`src/rtl/apb_master_if.sv`:
```
// rtl/apb_master_if.sv - request/response and APB bus bundle for apb_master
interface apb_master_if #(
  parameter int DW = 32,
  parameter int AW = 32
) ();
  logic          req_valid;
  logic          req_ready;
  logic [AW-1:0] req_addr;
  logic          req_write;
  logic [DW-1:0] req_wdata;
  logic          rsp_valid;
  logic          rsp_ready;
  logic [DW-1:0] rsp_rdata;
  logic          rsp_err;
  logic          rsp_timeout;
  logic [AW-1:0] pADDR;
  logic          pSEL;
  logic          pENABLE;
  logic          pWRITE;
  logic [DW-1:0] pWDATA;
  logic [DW-1:0] pRDATA;
  logic          pREADY;
  logic          pSLVERR;

  modport master (
    input  req_valid, req_addr, req_write, req_wdata, rsp_ready,
    input  pRDATA, pREADY, pSLVERR,
    output req_ready, rsp_valid, rsp_rdata, rsp_err, rsp_timeout,
    output pADDR, pSEL, pENABLE, pWRITE, pWDATA
  );

  modport slave (
    output req_valid, req_addr, req_write, req_wdata, rsp_ready,
    output pRDATA, pREADY, pSLVERR,
    input  req_ready, rsp_valid, rsp_rdata, rsp_err, rsp_timeout,
    input  pADDR, pSEL, pENABLE, pWRITE, pWDATA
  );
endinterface

```
`src/rtl/apb_master.sv`:
```
// rtl/apb_master.sv - single-outstanding APB master with wait-state timeout
module apb_master #(
  parameter int DW      = 32,
  parameter int AW      = 32,
  parameter int TIMEOUT = 16
) (
  input logic          pCLK,
  input logic          pRESET,
  apb_master_if.master bus
);
  localparam int CW = (TIMEOUT > 0) ? $clog2(TIMEOUT + 1) : 1;
  localparam logic [CW-1:0] TO_M1 = CW'((TIMEOUT > 0) ? TIMEOUT - 1 : 0);

  typedef enum logic [1:0] {IDLE, SETUP, ACCESS, RESP} state_t;

  state_t        state, state_nxt;
  logic [AW-1:0] addr_q;
  logic [DW-1:0] wdata_q;
  logic [DW-1:0] rdata_q;
  logic          write_q;
  logic          err_q;
  logic          to_q;
  logic [CW-1:0] wait_cnt;
  logic          timeout_hit;
  logic          req_ready_c, psel_c, penable_c, rsp_valid_c;

  assign timeout_hit = (TIMEOUT > 0) && !bus.pREADY && (wait_cnt == TO_M1);

  always_ff @(posedge pCLK or posedge pRESET) begin
    if (pRESET) state <= IDLE;
    else        state <= state_nxt;
  end

  always_comb begin
    state_nxt   = state;
    req_ready_c = 1'b0;
    psel_c      = 1'b0;
    penable_c   = 1'b0;
    rsp_valid_c = 1'b0;
    case (state)
      IDLE: begin
        req_ready_c = 1'b1;
        if (bus.req_valid) state_nxt = SETUP;
      end
      SETUP: begin
        psel_c    = 1'b1;
        state_nxt = ACCESS;
      end
      ACCESS: begin
        psel_c    = 1'b1;
        penable_c = 1'b1;
        if (bus.pREADY || timeout_hit) state_nxt = RESP;
      end
      RESP: begin
        rsp_valid_c = 1'b1;
        if (bus.rsp_ready) state_nxt = IDLE;
      end
      default: state_nxt = IDLE;
    endcase
  end

  // Address/data are captured once at acceptance and held until the next command.
  always_ff @(posedge pCLK or posedge pRESET) begin
    if (pRESET) begin
      addr_q   <= '0;
      wdata_q  <= '0;
      write_q  <= 1'b0;
      rdata_q  <= '0;
      err_q    <= 1'b0;
      to_q     <= 1'b0;
      wait_cnt <= '0;
    end else begin
      case (state)
        IDLE: begin
          if (bus.req_valid) begin
            addr_q   <= bus.req_addr;
            wdata_q  <= bus.req_wdata;
            write_q  <= bus.req_write;
            wait_cnt <= '0;
          end
        end
        ACCESS: begin
          if (bus.pREADY) begin
            rdata_q <= (!write_q && !bus.pSLVERR) ? bus.pRDATA : '0;
            err_q   <= bus.pSLVERR;
            to_q    <= 1'b0;
          end else begin
            wait_cnt <= wait_cnt + 1'b1;
            if (timeout_hit) begin
              rdata_q <= '0;
              err_q   <= 1'b1;
              to_q    <= 1'b1;
            end
          end
        end
        default: ;
      endcase
    end
  end

  assign bus.req_ready   = req_ready_c;
  assign bus.pSEL        = psel_c;
  assign bus.pENABLE     = penable_c;
  assign bus.rsp_valid   = rsp_valid_c;
  assign bus.pADDR       = addr_q;
  assign bus.pWDATA      = wdata_q;
  assign bus.pWRITE      = write_q;
  assign bus.rsp_rdata   = rdata_q;
  assign bus.rsp_err     = err_q;
  assign bus.rsp_timeout = to_q;
endmodule

```
`src/flat_wrapper.sv`:
```
// flat-port wrapper written by rule: the top's interface ports become plain ports
module apb_master_flat 
#(
  parameter int DW      = 32,
  parameter int AW      = 32,
  parameter int TIMEOUT = 16
)
  (pCLK, pRESET, bus_req_valid, bus_req_addr, bus_req_write, bus_req_wdata, bus_rsp_ready, bus_pRDATA, bus_pREADY, bus_pSLVERR, bus_req_ready, bus_rsp_valid, bus_rsp_rdata, bus_rsp_err, bus_rsp_timeout, bus_pADDR, bus_pSEL, bus_pENABLE, bus_pWRITE, bus_pWDATA);
  apb_master_if #(.DW(DW), .AW(AW)) bus_i ();
  input logic pCLK;
  input logic pRESET;
  input wire logic [$bits(bus_i.req_valid)-1:0] bus_req_valid;
  input wire logic [$bits(bus_i.req_addr)-1:0] bus_req_addr;
  input wire logic [$bits(bus_i.req_write)-1:0] bus_req_write;
  input wire logic [$bits(bus_i.req_wdata)-1:0] bus_req_wdata;
  input wire logic [$bits(bus_i.rsp_ready)-1:0] bus_rsp_ready;
  input wire logic [$bits(bus_i.pRDATA)-1:0] bus_pRDATA;
  input wire logic [$bits(bus_i.pREADY)-1:0] bus_pREADY;
  input wire logic [$bits(bus_i.pSLVERR)-1:0] bus_pSLVERR;
  output wire logic [$bits(bus_i.req_ready)-1:0] bus_req_ready;
  output wire logic [$bits(bus_i.rsp_valid)-1:0] bus_rsp_valid;
  output wire logic [$bits(bus_i.rsp_rdata)-1:0] bus_rsp_rdata;
  output wire logic [$bits(bus_i.rsp_err)-1:0] bus_rsp_err;
  output wire logic [$bits(bus_i.rsp_timeout)-1:0] bus_rsp_timeout;
  output wire logic [$bits(bus_i.pADDR)-1:0] bus_pADDR;
  output wire logic [$bits(bus_i.pSEL)-1:0] bus_pSEL;
  output wire logic [$bits(bus_i.pENABLE)-1:0] bus_pENABLE;
  output wire logic [$bits(bus_i.pWRITE)-1:0] bus_pWRITE;
  output wire logic [$bits(bus_i.pWDATA)-1:0] bus_pWDATA;
  assign bus_i.req_valid = bus_req_valid;
  assign bus_i.req_addr = bus_req_addr;
  assign bus_i.req_write = bus_req_write;
  assign bus_i.req_wdata = bus_req_wdata;
  assign bus_i.rsp_ready = bus_rsp_ready;
  assign bus_i.pRDATA = bus_pRDATA;
  assign bus_i.pREADY = bus_pREADY;
  assign bus_i.pSLVERR = bus_pSLVERR;
  assign bus_req_ready = bus_i.req_ready;
  assign bus_rsp_valid = bus_i.rsp_valid;
  assign bus_rsp_rdata = bus_i.rsp_rdata;
  assign bus_rsp_err = bus_i.rsp_err;
  assign bus_rsp_timeout = bus_i.rsp_timeout;
  assign bus_pADDR = bus_i.pADDR;
  assign bus_pSEL = bus_i.pSEL;
  assign bus_pENABLE = bus_i.pENABLE;
  assign bus_pWRITE = bus_i.pWRITE;
  assign bus_pWDATA = bus_i.pWDATA;
  apb_master #(.DW(DW), .AW(AW), .TIMEOUT(TIMEOUT)) u_core (.pCLK(pCLK), .pRESET(pRESET), .bus(bus_i));
endmodule
```
`config.mk`:
```
export PLATFORM = sky130hd
export DESIGN_NAME = apb_master_flat
export DESIGN_NICKNAME = d
export VERILOG_FILES = /design/src/rtl/apb_master_if.sv /design/src/rtl/apb_master.sv /design/src/flat_wrapper.sv
export SDC_FILE = /design/constraint.sdc
export NUM_CORES = 1
export LEC_CHECK = 0
export BUFFER_PORTS_ARGS = -buffer_cell sky130_fd_sc_hd__buf_2
export CORE_MARGIN = 2
export CORE_UTILIZATION = 25
export DETAILED_ROUTE_END_ITERATION = 12
export PLACE_DENSITY = 0.54
export SETUP_SLACK_MARGIN = 0.02
export SLEW_MARGIN = 5
export SYNTH_ARGS = -nofsm -noshare
export SYNTH_HDL_FRONTEND = slang
export SYNTH_SLANG_ARGS = --single-unit
```
`constraint.sdc`:
```
create_clock -name pCLK -period 7.85 [get_ports pCLK]
set_clock_uncertainty 0.15 [all_clocks]
set_input_delay 1.1775 -clock pCLK [delete_from_list [all_inputs] [get_ports pCLK]]
set_output_delay 1.1775 -clock pCLK [all_outputs]
set_load 0.1 [all_outputs]
```
==> After elaboration in Yosys (flattened, before gate mapping) <==
Cells that the tools add are included.
{ "classes": {"muxes": 17, "addsub": 1, "reduce_logical": 14, "eq_ne": 8} }
{ "op_table": {"columns": ["operator", "count"], "rows": [
  ["32-bit two-way mux", 3],
  ["5-bit two-way mux", 2],
  ["5-bit case mux with 2 select lines", 1],
  ["2-bit case mux with 4 select lines", 1],
  ["1-bit two-way mux", 7],
  ["2-bit two-way mux", 3],
  ["2-bit inequality test (second input constant)", 3],
  ["3-bit AND reduction", 2],
  ["5-bit by 1-bit adder with 5-bit output (second input constant)", 1],
  ["5-bit by 4-bit == test with 1-bit output (second input constant)", 1],
  ["2-bit == test (second input constant)", 2],
  ["2-bit AND reduction", 2],
  ["2-bit nonzero test", 2],
  ["1-bit zero test", 3],
  ["2-bit by 1-bit == test with 1-bit output (second input constant)", 1],
  ["1-bit logical AND", 2],
  ["2-bit zero test", 1],
  ["2-bit by 1-bit inequality test with 1-bit output (second input constant)", 1],
  ["2-bit OR reduction", 1],
  ["1-bit logical OR", 1]
]} }
{ "word_totals": {"out_inout_bits": 103, "reg_bits": 106, "wordCells": 48, "input_bits": 103} }

==> Depth between registers and ports, before layout <==
Gate-level depths: netlist of the first run.
{ "depth": {"ltp_word": 5, "mapped_depth": 6} }

==> Worst setup path after synthesis of the first run <==
OpenSTA, ideal clock, no wires.
{ "synth_timing": {"path_type": "register to output", "startpoint": "reg u_core.state[0]", "endpoint": "out bus_pENABLE", "path_buffers": 0, "arrival_ns": 1.305, "slack_ns": 5.218, "stages_incl_launch_ff": 3, "cell_sequence": "dfrtp_1 inv_1 ha_1"} }
{ "synth_between": {"elab_chain_len": 2} }
{ "synth_lines": {"columns": ["item", "line", "rtl"], "rows": [
  ["start, declared", "apb_master.sv:16", "state_t state, state_nxt;"],
  ["start signal, assigned", "apb_master.sv:31", "else state <= state_nxt;"],
  ["2-bit == test", "apb_master.sv:40", "case (state)"],
  ["1-bit two-way mux", "apb_master.sv:40", null],
  ["end, declared", "flat_wrapper.sv:27", "output wire logic [$bits(bus_i.pENABLE)-1:0] bus_pENABLE;"]
]} }
Every way passes these cells.

==> Final worst setup path of the first run <==
Same ends and word-level chain as after synthesis.

==> results_dict.tcl, run 1 <==
set metrics [dict create \
    status "finished clean" \
    synth_seq_cells 106 \
    crit_required_ns 6.52 \
    cp.arrival_ns 1.85 \
    synth_cell_types 25 \
    slew_violations 0 \
    via_per_inst 4.24 \
    seq_area_frac_synth_pct 64.4 \
    cp-start-kind "flop" \
    firstDrtPassIters 4 \
    postCtsResizedCells 0 \
    ant_nets 0 \
    wirelength_mm 10.1 \
    core_mm2 0.0160 \
    gr-usage-all-layers_pct 11.3 \
    cts_setup_buffers 0 \
    die_area_mm2 0.0175 \
    hpwlAfterDp_mm 7.42 \
    path_max_fanout 15 \
    wl_per_cell_um 14.6 \
    start_util_pct 25.7 \
    syn_area_per_cell_um2 15.5 \
    hp-class "reg2reg" \
    rsz0062_at_grt "no" \
    slew-limit-headroom_pct 18.5 \
    place_ws_ns 4.89 \
    htreeDepth 3 \
    synthCells 265 \
    cap_violations 0 \
    min_period_over_period_pct 40.5 \
    place_congestion 0.721 \
    io_buffer_count 205 \
    grt_start_max_net_pins 66 \
    layout.nets 577 \
    rows 46 \
    synth_area_mm2 0.00412 \
    layout.cells.non_filler 691 \
    antenna_found_initial 1 \
    drive_gt1_share_pct 62.4 \
    holdBufCountCts 0 \
    clkSinkCount 106 \
    met1_length_mm 4.31 \
    clk_latency_ns 0.34 \
    grt_overflow 0 \
    setup_slack_ns 4.67 \
    tightest_slew_ns 1.22 \
    drtIter0Drc 93 \
    fillCellCount 1630 \
    grt_pass1_vias 3044 \
    cts.clk_slew.worst_paths_ns 0.07 \
    cts_max_path_buffers 2 \
    cts_root_buffer "clkbuf_16" \
    top_layer "met4" \
    wl_met3_um 605 \
    synth_fp_nets 373 \
    dpl.cell_count 674 \
    ys_warn_count 0 \
    vias 2931 \
    cts_tree "built" \
    fp.dieH_um 132 \
    finish.utilization_pct 35.4 \
    hold_viol_final 0 \
    grt_pass1_wl_mm 15.9 \
    route.detailed.drc 0 \
    met2_length_mm 4.96 \
    period_minus_slack_ns 3.18 \
    setup_viol 0 \
    io_pins 206 \
    setup.worst_path.class "reg2out" \
    cts_buffers 9 \
    syn2layout_area_growth_pct 37.7 \
    worstSetupEndpointType "output pin" \
    finalSetupTns_ns 0 \
    die_x_um 132 \
    fmax_mhz 315 \
]
## synthesized netlist by cell type
cell / n / area share (%)
a211oi_2: 1 / 0.30
a21oi_1: 3 / 0.36
a22o_1: 35 / 7.4
and2b_1: 1 / 0.18
and3_1: 1 / 0.15
buf_2: 9 / 1.1
buf_6: 6 / 1.6
dfrtp_1: 106 / 64
ha_1: 5 / 1.5
inv_1: 5 / 0.46
mux2_2: 66 / 18
mux2i_1: 1 / 0.24
nand2_1: 7 / 0.64
nand2b_1: 2 / 0.30
nand3_1: 4 / 0.49
nand4b_4: 1 / 0.58
nor2_1: 2 / 0.18
nor2b_1: 1 / 0.15
nor3_2: 1 / 0.24
o21ai_0: 2 / 0.24
o21ai_2: 1 / 0.21
o31ai_1: 1 / 0.18
o32a_1: 1 / 0.24
or2_2: 1 / 0.15
or4b_1: 2 / 0.49
## worst max-delay path, stage by stage (launching register included)
cell and delay [ns]:
dfrtp_1 0.40, inv_1 0.09, ha_1 0.48, buf_2 0.53
## metrics by stage
stage / instance area, µm² / hold slack [ns]
CTS: 5660 / 0.352
floorplan: 4120 / 0.341
detailed placement: 5330 / 0.336
global placement: 5330 / 0.331
finish: 5670 / 0.349
global route: 5660 / 0.364
## registers in the layout (all words and copies together) (netlist names)
signal                  count
u_core.bus.rsp_err          1
u_core.state                2
u_core.bus.rsp_timeout      1
u_core.bus.rsp_rdata       32
u_core.bus.pWDATA          32
u_core.bus.pADDR           32
u_core.bus.pWRITE           1
u_core.wait_cnt             5
## per-layer routing
layer / vias up / track usage, %
li1: 1368 / -
met1: 1435 / 13.9
met2: 112 / 18.6
met3: 16 / 2.88
met4: 0 / 5.56
met5: - / 0
## layout by cell type (no fill, tap or decap)
| master | synthesis | final |
|---|---|---|
| nor3_4 | 0 | 1 |
| and3_1 | 1 | 1 |
| mux2_2 | 66 | 66 |
| buf_4 | 0 | 3 |
| diode_2 | 0 | 1 |
| a21oi_1 | 3 | 3 |
| or2_2 | 1 | 1 |
| clkinv_4 | 0 | 1 |
| and2b_1 | 1 | 1 |
| a211oi_2 | 1 | 1 |
| nor2b_1 | 1 | 1 |
| bufinv_16 | 0 | 2 |
| clkbuf_8 | 0 | 2 |
| mux2i_1 | 1 | 1 |
| nand3_1 | 4 | 4 |
| nand4b_4 | 1 | 1 |
| nand2b_1 | 2 | 2 |
| nand2_1 | 7 | 6 |
| ha_1 | 5 | 5 |
| a22o_1 | 35 | 35 |
| o32a_1 | 1 | 1 |
| or4b_1 | 2 | 2 |
| o21ai_2 | 1 | 1 |
| o21ai_0 | 2 | 2 |
| clkinv_2 | 0 | 1 |
| dfrtp_1 | 106 | 106 |
| clkbuf_16 | 0 | 9 |
| inv_4 | 0 | 1 |
| clkbuf_1 | 0 | 1 |
| buf_2 | 9 | 205 |
| inv_1 | 5 | 4 |
| o31ai_1 | 1 | 1 |
| nor2_1 | 2 | 2 |
| nand2_2 | 0 | 1 |
## logic make-up after synthesis
logic type	Yosys count	synth area share (%)
buffers and inverters	20	3.19
muxes	67	18.3
and+or+nand+nor	23	3.56
AOI/OAI and AO/OA	44	9.00
adders and majority gates	5	1.52
DFF	106	64.4
## cell type report
type / count / area [µm²] / area share [%]
multi-input cells: 139 / 1340 / 23.7
clock buffers: 12 / 256 / 4.53
repair buffers: 208 / 1050 / 18.5
flip-flops and latches: 106 / 2650 / 46.8
clock inverters: 4 / 73.8 / 1.30
inverters: 5 / 21.3 / 0.375
diodes: 1 / 2.50 / 0.0442
well taps: 216 / 270 / 4.77
## path summary, 6_finish.rpt
path	from	to	slack, ns	cells after the start
setup reg to reg	u_core.state[0]	u_core.bus.rsp_rdata[1]	5.23	5
hold / removal	u_core.bus.pWDATA[20]	u_core.bus.pWDATA[20]	0.35	1
hold reg to reg	u_core.bus.pWDATA[20]	u_core.bus.pWDATA[20]	0.35	1
max in group asynchronous	pRESET	u_core.bus.pWDATA[23]	5.60	3
min in group asynchronous	pRESET	u_core.bus.pADDR[28]	0.77	2
setup / recovery	u_core.state[0]	bus_pENABLE	4.67	3
Power of run 1 is left out: the tool's default activity adds up to more than one toggle a clock period on the data nets, which glitch-free logic cannot reach.
==> run 2, diff against run 1 <==
Settings changed: PLACE_DENSITY 0.54 to 0.56.
Clock period 7.85 ns to 2.7 ns, I/O delays scaled along.
==> results_dict.tcl, run 2 (synthesis results as in run 1) <==
set metrics [dict create \
    final_common_cell "buf_2" \
    worstSetupEndpointType "output pin" \
    clk_latency_ns 0.34 \
    cts_max_path_buffers 2 \
    dpl.cell_count 681 \
    wirelength_mm 10.1 \
    cap_violations 0 \
    seqCellArea_mm2 0.00265 \
    cp-start-kind "flop" \
    ant_nets 0 \
    status "finished clean" \
    holdBufCountCts 0 \
    slowest_delay_ns 0.53 \
    drtIter0Drc 103 \
    antenna_found_initial 0 \
    layout_common_cells "buf_2 (205), dfrtp_1 (106), mux2_2 (66)" \
    grt_pass1_vias 3002 \
    syn2layout_area_growth_pct 39.2 \
    min_period_over_period_pct 89.3 \
    grt_start_max_net_pins 107 \
    cts_root_buffer "clkbuf_16" \
    start_util_pct 25.7 \
    route.detailed.drc 0 \
    drive_gt1_share_pct 62.9 \
    cts_tree "built" \
    htreeDepth 3 \
    cp.arrival_ns 1.86 \
    core_mm2 0.0160 \
    die_x_um 132 \
    hpwlAfterDp_mm 7.19 \
    antenna_cells 0 \
    cts.clk_slew.worst_paths_ns 0.07 \
    finish.utilization_pct 35.8 \
    rows 46 \
    grt_overflow 0 \
    die_area_mm2 0.0175 \
    setup.worst_path.class "reg2out" \
    path_max_fanout 15 \
    rsz0062_at_grt "no" \
    fmax_mhz 415 \
    io_pins 206 \
    finalInstanceArea_mm2 0.00573 \
    hold_viol_final 0 \
    clkSinkCount 106 \
    via_per_inst 4.22 \
    slew-limit-headroom_pct 60.7 \
    layout.cells.non_filler 696 \
    grt_pass1_wl_mm 15.9 \
    wl_per_cell_um 14.5 \
    tightest_slew_ns 0.590 \
    setup_viol 0 \
    place_congestion 0.714 \
    cpMaxStageDelayCell "buf_2" \
    hp-class "in2async" \
    slew_violations 0 \
    crit_required_ns 2.14 \
    gr-usage-all-layers_pct 11.4 \
    fp.dieH_um 132 \
    io_buffer_count 205 \
    postCtsResizedCells 0 \
    fillCellCount 1616 \
    place_area_mm2 0.00541 \
    cts_setup_buffers 0 \
    period_minus_slack_ns 2.41 \
    finalSetupTns_ns 0 \
    multi_input_area_mm2 0.00134 \
    layout.nets 584 \
    cts_buffers 9 \
    path_cells "inv_1 -> ha_1 -> buf_2" \
    firstDrtPassIters 4 \
    vias 2938 \
]
run 2: cell types whose count changed in the layout (fill, tap and decap cells not counted):
cell	delta
buf_12	+2
buf_4	+5
clkbuf_8	-1
clkinv_2	-1
clkinvlp_4	+2
diode_2	-1
inv_4	-1
run 2: layout make-up:
class | count | share of cell area, %
sequential | 106 | 46.3
multi-input combinational | 139 | 23.4
timing repair buffer | 215 | 19.6
tap | 216 | 4.72
clock buffer | 11 | 4.23
clock inverter | 4 | 1.33
inverter | 5 | 0.393
run 2: final timing paths:
path                                 startpoint                       end  slack [ns]  depth (start not counted)
max                             u_core.state[0]               bus_pENABLE        0.29                          3
min                                      pRESET     u_core.bus.pWDATA[22]        0.05                          3
max reg2reg                     u_core.state[0]   u_core.bus.rsp_rdata[5]        0.61                          6
min reg2reg                u_core.bus.pADDR[11]      u_core.bus.pADDR[11]        0.35                          1
max in group asynchronous                pRESET  u_core.bus.rsp_rdata[31]        1.87                          3
min in group pCLK                 bus_pRDATA[2]   u_core.bus.rsp_rdata[2]        0.12                          2
run 2: metal layers:
| metal | global-route usage (%) | up-vias | part of all wire (%) |
|---|---|---|---|
| met1 | 14.0 | 1431 | 42 |
| met2 | 18.7 | 106 | 50 |
| met4 | 5.85 | 0 | 2.3 |
| met5 | 0 | - | 0 |
| li1 | - | 1386 | - |
| met3 | 2.73 | 15 | 5.7 |
run 2: metrics by stage:
step | setup WS, ns | hold slack [ns]
2_1_floorplan | 0.347 | 0.341
3_3_place_gp | 0.664 | 0.332
3_5_place_dp | 0.600 | 0.335
4_1_cts | 0.271 | 0.0990
5_1_grt | 0.183 | 0.100
6_report | 0.290 | 0.0471
run 2: critical path, delay by kind of cell, from the launching register on:
kind / cells / cell delay (ns)
flip-flops: 1 / 0.41
buffers and inverters: 2 / 0.62
adder cells (fa/ha/maj): 1 / 0.49
Power of run 2 is left out for the same reason.
